`config.mk`:
```
export PLATFORM = sky130hd
export DESIGN_NAME = cla_pipe_adder
export DESIGN_NICKNAME = d
export VERILOG_FILES = /design/src/rtl/cla_pipe_adder_pkg.sv /design/src/rtl/cla_pipe_adder_group.sv /design/src/rtl/cla_pipe_adder.sv
export SDC_FILE = /design/constraint.sdc
export NUM_CORES = 1
export LEC_CHECK = 0
export BUFFER_PORTS_ARGS = -buffer_cell sky130_fd_sc_hd__buf_2
export CAP_MARGIN = 15
export CORE_UTILIZATION = 45
export CTS_CLUSTER_SIZE = 14
export DETAILED_ROUTE_END_ITERATION = 8
export MAX_ROUTING_LAYER = met4
export PLACE_DENSITY = 0.65
export SLEW_MARGIN = 20
export SYNTH_ARGS = -nofsm -noshare
export SYNTH_HDL_FRONTEND = slang
export SYNTH_SLANG_ARGS = --single-unit
```
`constraint.sdc`:
```
create_clock -name clk -period 5 [get_ports clk]
set_input_delay 0.25 -clock clk [delete_from_list [all_inputs] [get_ports clk]]
set_output_delay 0.25 -clock clk [all_outputs]
set_load 0.05 [all_outputs]
```
`src/rtl/cla_pipe_adder_pkg.sv`:
```
// cla_pipe_adder_pkg: group width, configuration legality check and stage-count derivation
package cla_pipe_adder_pkg;
  localparam int GROUP_W = 4;
  function automatic bit cfg_legal(int width, int gps);
    return width >= GROUP_W && width % GROUP_W == 0 && gps >= 1 && (width / GROUP_W) % gps == 0;
  endfunction
  function automatic int stages_of(int width, int gps);
    return gps >= 1 && width >= GROUP_W * gps ? width / (GROUP_W * gps) : 1;
  endfunction
endpackage

```
`src/rtl/cla_pipe_adder_group.sv`:
```
// cla4_group: 4-bit lookahead block; a, b, cin in; sum, group propagate p, group generate g, cout out
module cla4_group import cla_pipe_adder_pkg::*; (
  input  logic [GROUP_W-1:0] a,
  input  logic [GROUP_W-1:0] b,
  input  logic               cin,
  output logic [GROUP_W-1:0] sum,
  output logic               p,
  output logic               g,
  output logic               cout
);
  logic [GROUP_W-1:0] pp, gg, c;
  assign pp = a ^ b;
  assign gg = a & b;
  assign c[0] = cin;
  assign c[1] = gg[0] | pp[0] & cin;
  assign c[2] = gg[1] | pp[1] & gg[0] | pp[1] & pp[0] & cin;
  assign c[3] = gg[2] | pp[2] & gg[1] | pp[2] & pp[1] & gg[0] | pp[2] & pp[1] & pp[0] & cin;
  assign p = &pp;
  assign g = gg[3] | pp[3] & gg[2] | pp[3] & pp[2] & gg[1] | pp[3] & pp[2] & pp[1] & gg[0];
  assign cout = g | p & cin;
  assign sum = pp ^ c;
endmodule

```
`src/rtl/cla_pipe_adder.sv`:
```
// cla_pipe_adder: pipelined CLA add/sub; a, b, cin, sub enter via in_valid/in_ready, sum, cout, ovf leave via out_valid/out_ready
module cla_pipe_adder import cla_pipe_adder_pkg::*; #(
  parameter int WIDTH = 16,
  parameter int GROUPS_PER_STAGE = 2
) (
  input  logic             clk,
  input  logic             rst,
  input  logic             in_valid,
  output logic             in_ready,
  input  logic [WIDTH-1:0] a,
  input  logic [WIDTH-1:0] b,
  input  logic             cin,
  input  logic             sub,
  output logic             out_valid,
  input  logic             out_ready,
  output logic [WIDTH-1:0] sum,
  output logic             cout,
  output logic             ovf
);
  localparam int GPS = GROUPS_PER_STAGE;
  localparam int STAGES = stages_of(WIDTH, GPS);
  localparam int SW = GROUP_W * GPS;
  if (!cfg_legal(WIDTH, GPS)) begin : g_bad_cfg
    $error("cla_pipe_adder: WIDTH must be a multiple of 4 and WIDTH/4 divisible by GROUPS_PER_STAGE");
  end
  logic [STAGES-1:0][WIDTH-1:0] ra, rb, ns;
  logic [STAGES:0][WIDTH-1:0] rs;
  logic [STAGES:0] rc, rv;
  logic [STAGES-1:0] nc;
  logic cm, rm, stall, unused_ab;
  assign stall = out_valid && !out_ready;
  assign in_ready = !stall && !rst;
  assign unused_ab = ^{ra, rb};
  for (genvar s = 0; s < STAGES; s++) begin : g_stage
    logic [GPS-1:0] gp, gg, gco, gc;
    logic [SW-1:0] gs;
    logic [WIDTH-1:0] nsv;
    logic t, unused_co;
    assign unused_co = ^gco;
    always_comb begin
      gc = '0;
      t = 1'b0;
      for (int k = 0; k < GPS; k++) begin
        gc[k] = rc[s];
        for (int m = 0; m < k; m++) gc[k] = gc[k] & gp[m];
        for (int i = 0; i < k; i++) begin
          t = gg[i];
          for (int m = i + 1; m < k; m++) t = t & gp[m];
          gc[k] = gc[k] | t;
        end
      end
    end
    for (genvar j = 0; j < GPS; j++) begin : g_grp
      cla4_group u_grp (
        .a(ra[s][(s*GPS+j)*GROUP_W +: GROUP_W]),
        .b(rb[s][(s*GPS+j)*GROUP_W +: GROUP_W]),
        .cin(gc[j]),
        .sum(gs[j*GROUP_W +: GROUP_W]),
        .p(gp[j]),
        .g(gg[j]),
        .cout(gco[j])
      );
    end
    always_comb begin
      nsv = rs[s];
      nsv[s*SW +: SW] = gs;
    end
    assign ns[s] = nsv;
    assign nc[s] = gco[GPS-1];
  end
  assign cm = ns[STAGES-1][WIDTH-1] ^ ra[STAGES-1][WIDTH-1] ^ rb[STAGES-1][WIDTH-1];
  always_ff @(posedge clk) begin
    if (rst) begin
      rv <= '0;
      out_valid <= 1'b0;
      sum <= '0;
      cout <= 1'b0;
      ovf <= 1'b0;
    end else if (!stall) begin
      rv <= {rv[STAGES-1:0], in_valid};
      ra[0] <= a;
      rb[0] <= sub ? ~b : b;
      rc[0] <= sub | cin;
      rs[0] <= '0;
      for (int i = 0; i < STAGES; i++) begin
        rs[i+1] <= ns[i];
        rc[i+1] <= nc[i];
      end
      for (int i = 1; i < STAGES; i++) begin
        ra[i] <= ra[i-1];
        rb[i] <= rb[i-1];
      end
      rm <= cm;
      out_valid <= rv[STAGES];
      sum <= rs[STAGES];
      cout <= rc[STAGES];
      ovf <= rc[STAGES] ^ rm;
    end
  end
endmodule

```
* After elaboration in Yosys (flattened, before gate mapping)
Cells that the tools add are included.
Word-level totals: bits in registers 114, output and inout bits 20, input port bits 38
Cells by class: reductions and logical operators 10, bitwise gates (word level) 119, mux-type cells 1
Operator list (count):
- 1-bit bitwise AND | 60
- 1-bit OR | 41
- 4-bit XOR | 8
- 4-bit bitwise AND | 4
- 16-bit 2-to-1 mux | 1
- 16-bit NOT | 1
- 4-bit AND reduction | 4
- 1-bit zero test | 3
- 1-bit XOR | 3
- 1-bit logical AND | 2
- 1-bit NOT | 2
- 2-bit AND reduction | 1

* Depth between registers and ports, before layout
word-level depth 11, mapped depth 7

* By module
Synthesis repeated with hierarchy kept, for this count alone.
Second synthesis, totals: cells, all modules 283, area total of the unflattened synthesis 4025.1 µm²
Modules (own cells, without submodules):
- cla_pipe_adder | area each 3260.6 µm², cells each 195, instances 1, sequential area each 2722.6 µm²
- cla4_group at g_stage[0].g_grp[1].u_grp ... | area each 193.9 µm², cells each 22, instances 3, sequential area each 0.0 µm²
- cla4_group at g_stage[0].g_grp[0].u_grp | area each 182.7 µm², cells each 22, instances 1, sequential area each 0.0 µm²

* Worst setup path before layout
No wires, ideal clock.
path type register -> register, start point register out_valid, end point register rs, in the netlist g_stage[1].nsv[0], enable pin, clock period less this slack 5.238 ns, data arrival time 4.697 ns, setup time 0.541 ns, cell stages (with the launch flop) 4, path slack -0.238 ns, cell sequence dfxtp_1 nor2b_1 clkbuf_1 nor2_1
Between the ends: cells in the longest elaborated chain, start to end 3
Ends and longest elaborated chain:
- from (decl) | RTL line cla_pipe_adder.sv:14 | output logic out_valid,
- from (signal assigned) | RTL line cla_pipe_adder.sv:94 | out_valid <= rv[STAGES];
- 1-bit logical AND | RTL line cla_pipe_adder.sv:31 | assign stall = out_valid && !out_ready;
- 1-bit NOT (no line)
- 2-bit AND reduction (no line)
- to (signal, indexed assignment) | RTL line cla_pipe_adder.sv:86 | rs[i+1] <= ns[i];
- to (decl) | RTL line cla_pipe_adder.sv:27 | logic [STAGES:0][WIDTH-1:0] rs;
Every way passes these cells. A chain may end at the register's enable or synchronous reset.

* Final worst setup path
start point register out_valid, end point output port in_ready
Between the ends: cells in the longest elaborated chain, start to end 3
Ends and longest elaborated chain:
- 1-bit logical AND | RTL line cla_pipe_adder.sv:31
- 1-bit zero test
- 1-bit logical AND | RTL line cla_pipe_adder.sv:32 | assign in_ready = !stall && !rst;
- to (decl) | RTL line cla_pipe_adder.sv:9 | output logic in_ready,
Every way passes these cells.

==> flow_summary.yaml <==
final_layout:
  syn2layout_area_growth_pct: 15.3
  drive_gt1_share_pct: 24.1
  final_cells: 445
  final_common_cell: "edfxtp_1"
  diodes: 0
  fin_nets: 393
  fin_util_pct: 53.9
  final_cell_mix: "76 x edfxtp_1, 57 x buf_2, 42 x nand2_1"
critical_path:
  cp-endpoint: "in_ready"
  arrival_ns: 2.14
  r2r_end: "ra[0]"
  end_kind: "output pin"
  worstPathRequired_ns: 4.75
  start_kind: "flip-flop"
  crit_start: "out_valid"
  r2r_cells: 4
  r2r_start: "out_valid"
  cp_max_fo: 35
  criticalPathCategory: "flip-flop to output pin"
  r2r_slack_ns: 2.67
floorplanning:
  io_pins: 58
  die_x_microns: 94.9
  die_h_microns: 94.9
  row_count: 33
  initial_core_util_pct: 46.8
  dieArea_sq_mm: 0.00901
  coreArea_sq_mm: 0.00830
placement:
  io_buffers: 57
  dp_cells: 429
  routabilityCongestion: 0.721
  dp_hpwl_mm: 3.58
drt:
  post_drt_wl_per_cell_microns: 11.8
  drt_iter0_drc: 64
  drt-vias-per-instance: 4.69
  drt-pass1-iter-count: 4
  antenna_left: 0
  drcViolationCount: 0
  num_vias: 2087
  wl_mm: 5.26
cts:
  cts_setup_buffers: 0
  clockRootBuffer: "clkbuf_8"
  cts_hold_buf: 0
  cts_made_buffers: 9
  cts_tree: "done"
  clockBufferDepth: 2
  clock_sinks: 98
  htreeDepth: 3
  clk_pin_slew_worst_paths_ns: 0.10
  insertion_delay_ns: 0.35
  ctsResizeCount: 0
global_route:
  grt_overflow: 0
  grt_pass1_wl_mm: 8.70
  antenna_found_initial: 0
  grt_usage_pct: 13.4
  grt_max_degree: 44
  grt_pass1_vias: 1987
sta:
  skew_ns: 0.0112
  rsz0062_at_grt: "false"
  period_needed_ns: 2.39
  hold_viol: 0
  max_slew_margin_pct: 38.7
  setup_viol: 0
  holdWs_ns: 0.0615
  slew_violations: 0
  fin_crit_sh_pct: 47.7
  max_freq_ghz: 0.419
  tns_ns: 0
  worst_pin_slew_ns: 0.917
run:
  cap_violations: 0
worst_hold_path:
  hp-start: "a[10]"
  hold_path.class: "input pin to flip-flop"
power_and_ir_drop:
  combPwrFrac_pct: 13.8
  p_sw_w: 0.000453
  p_per_area_mw_per_mm2: 380
  p_int_w: 0.00125
  netSwitchingFraction_pct: 26.6
  ir_drop_mv: 0.132
  p_seq_share_pct: 58.7
  leakage_nw: 1.81
  power_frac_clock_pct: 27.6
synth:
  synth_top_area_cell: "edfxtp_1"
  ys_seq_elements: 98
  post_synth.cell_area_avg_sq_um: 14.2
  synth_area_sq_mm: 0.00388
  ys_warn_count: 0
  yosysSeqAreaShare_pct: 70.1
  ys_top_cells_by_area: "edfxtp_1 59%, dfxtp_1 11%, ha_1 5.2%, xor2_1 4.7%, nand2_1 4.1%"
  syn-num-nets: 331
  ys_types: 32
  synth_top_area_share_pct: 58.8
  netlist_instances: 273
status:
  outcome: "complete, no violations"
worst min-delay path by stage:
stage | to | slack (ns) | cells after the start
2_1_floorplan | sum[7] | 0.32 | 1
6_report | ra[10] | 0.06 | 1
5_1_grt | ra[11] | 0.03 | 1
4_1_cts | ra[15] | 0.04 | 1
3_3_place_gp | rb[29] | 0.40 | 0
3_5_place_dp | rb[26] | 0.40 | 0
logic make-up after synthesis:
logic type	share of synthesized area [%]
DFF	70.1
and+or+nand+nor	6.48
AOI/OAI and AO/OA	7.38
xor gates and xnor gates	6.77
adders and majority gates	7.22
buffers and inverters	1.80
muxes	0.258
critical path, stage by stage (launching register included):
cell	delay [ns]
dfxtp_1	0.32
nor2b_1	0.12
buf_4	0.20
nor2_4	0.71
buf_2	0.41
power groups by stage:
stage | Combinational (W) | Sequential (W) | Clock [W]
global placement | 0.000233 | 0.00102 | 0
detailed placement | 0.000237 | 0.00102 | 0
floorplan | 0.000128 | 0.00107 | 0
finish | 0.000234 | 0.000999 | 0.000469
CTS | 0.000238 | 0.00100 | 0.000490
global route | 0.000262 | 0.00101 | 0.000521
area by class of cell:
type / count / area [sq um]
clock buffers: 9 / 124
clock inverters: 7 / 62.6
fillers: 721 / 3820
inverters: 10 / 37.5
multi-input cells: 157 / 1100
flip-flops and latches: 98 / 2720
well taps: 105 / 131
repair buffers: 59 / 300
through the flow:
stage	setup WS (ns)	power (W)	cell area, sq um
4_1_cts	2.55	0.00173	4480
3_5_place_dp	2.63	0.00126	4290
5_1_grt	2.45	0.00179	4480
3_3_place_gp	2.68	0.00125	4290
6_report	2.61	0.00170	4480
2_1_floorplan	1.29	0.00119	3890
per-layer routing:
| layer | part of all wire, % | track usage, % | vias to the layer above |
|---|---|---|---|
| met2 | 47 | 21.4 | 48 |
| met4 | 1.3 | 4.92 | 0 |
| met3 | 3.7 | 4.35 | 5 |
| li1 | - | - | 1084 |
| met5 | 0 | - | - |
| met1 | 48 | 15.8 | 950 |
cells in the mapped netlist:
master and number:
a211oi_1 3, a211oi_2 1, a21boi_0 1, a21o_1 1
a21o_2 1, a21oi_1 25, a311oi_1 1, a31oi_1 1
buf_2 2, clkbuf_1 6, dfxtp_1 22, edfxtp_1 76
fa_1 4, ha_1 16, inv_1 10, mux2i_1 1
nand2_1 42, nand2b_1 4, nor2_1 9, nor2_2 1
nor2b_1 1, nor3_1 2, o21a_1 1, o21ai_0 6
o21ai_1 1, o21ba_2 1, o21bai_1 1, o41ai_4 1
or2_1 1, or2_2 1, xnor2_1 9, xor2_1 21
flip-flops by register name (all words and copies together) (netlist names):
register	cells
cout	1
g_stage.nsv	8
out_valid	1
ovf	1
ra	24
rb	24
rc	3
rm	1
rs	16
rv	3
sum	16
Note: power is estimated with default switching activity, not from simulation.
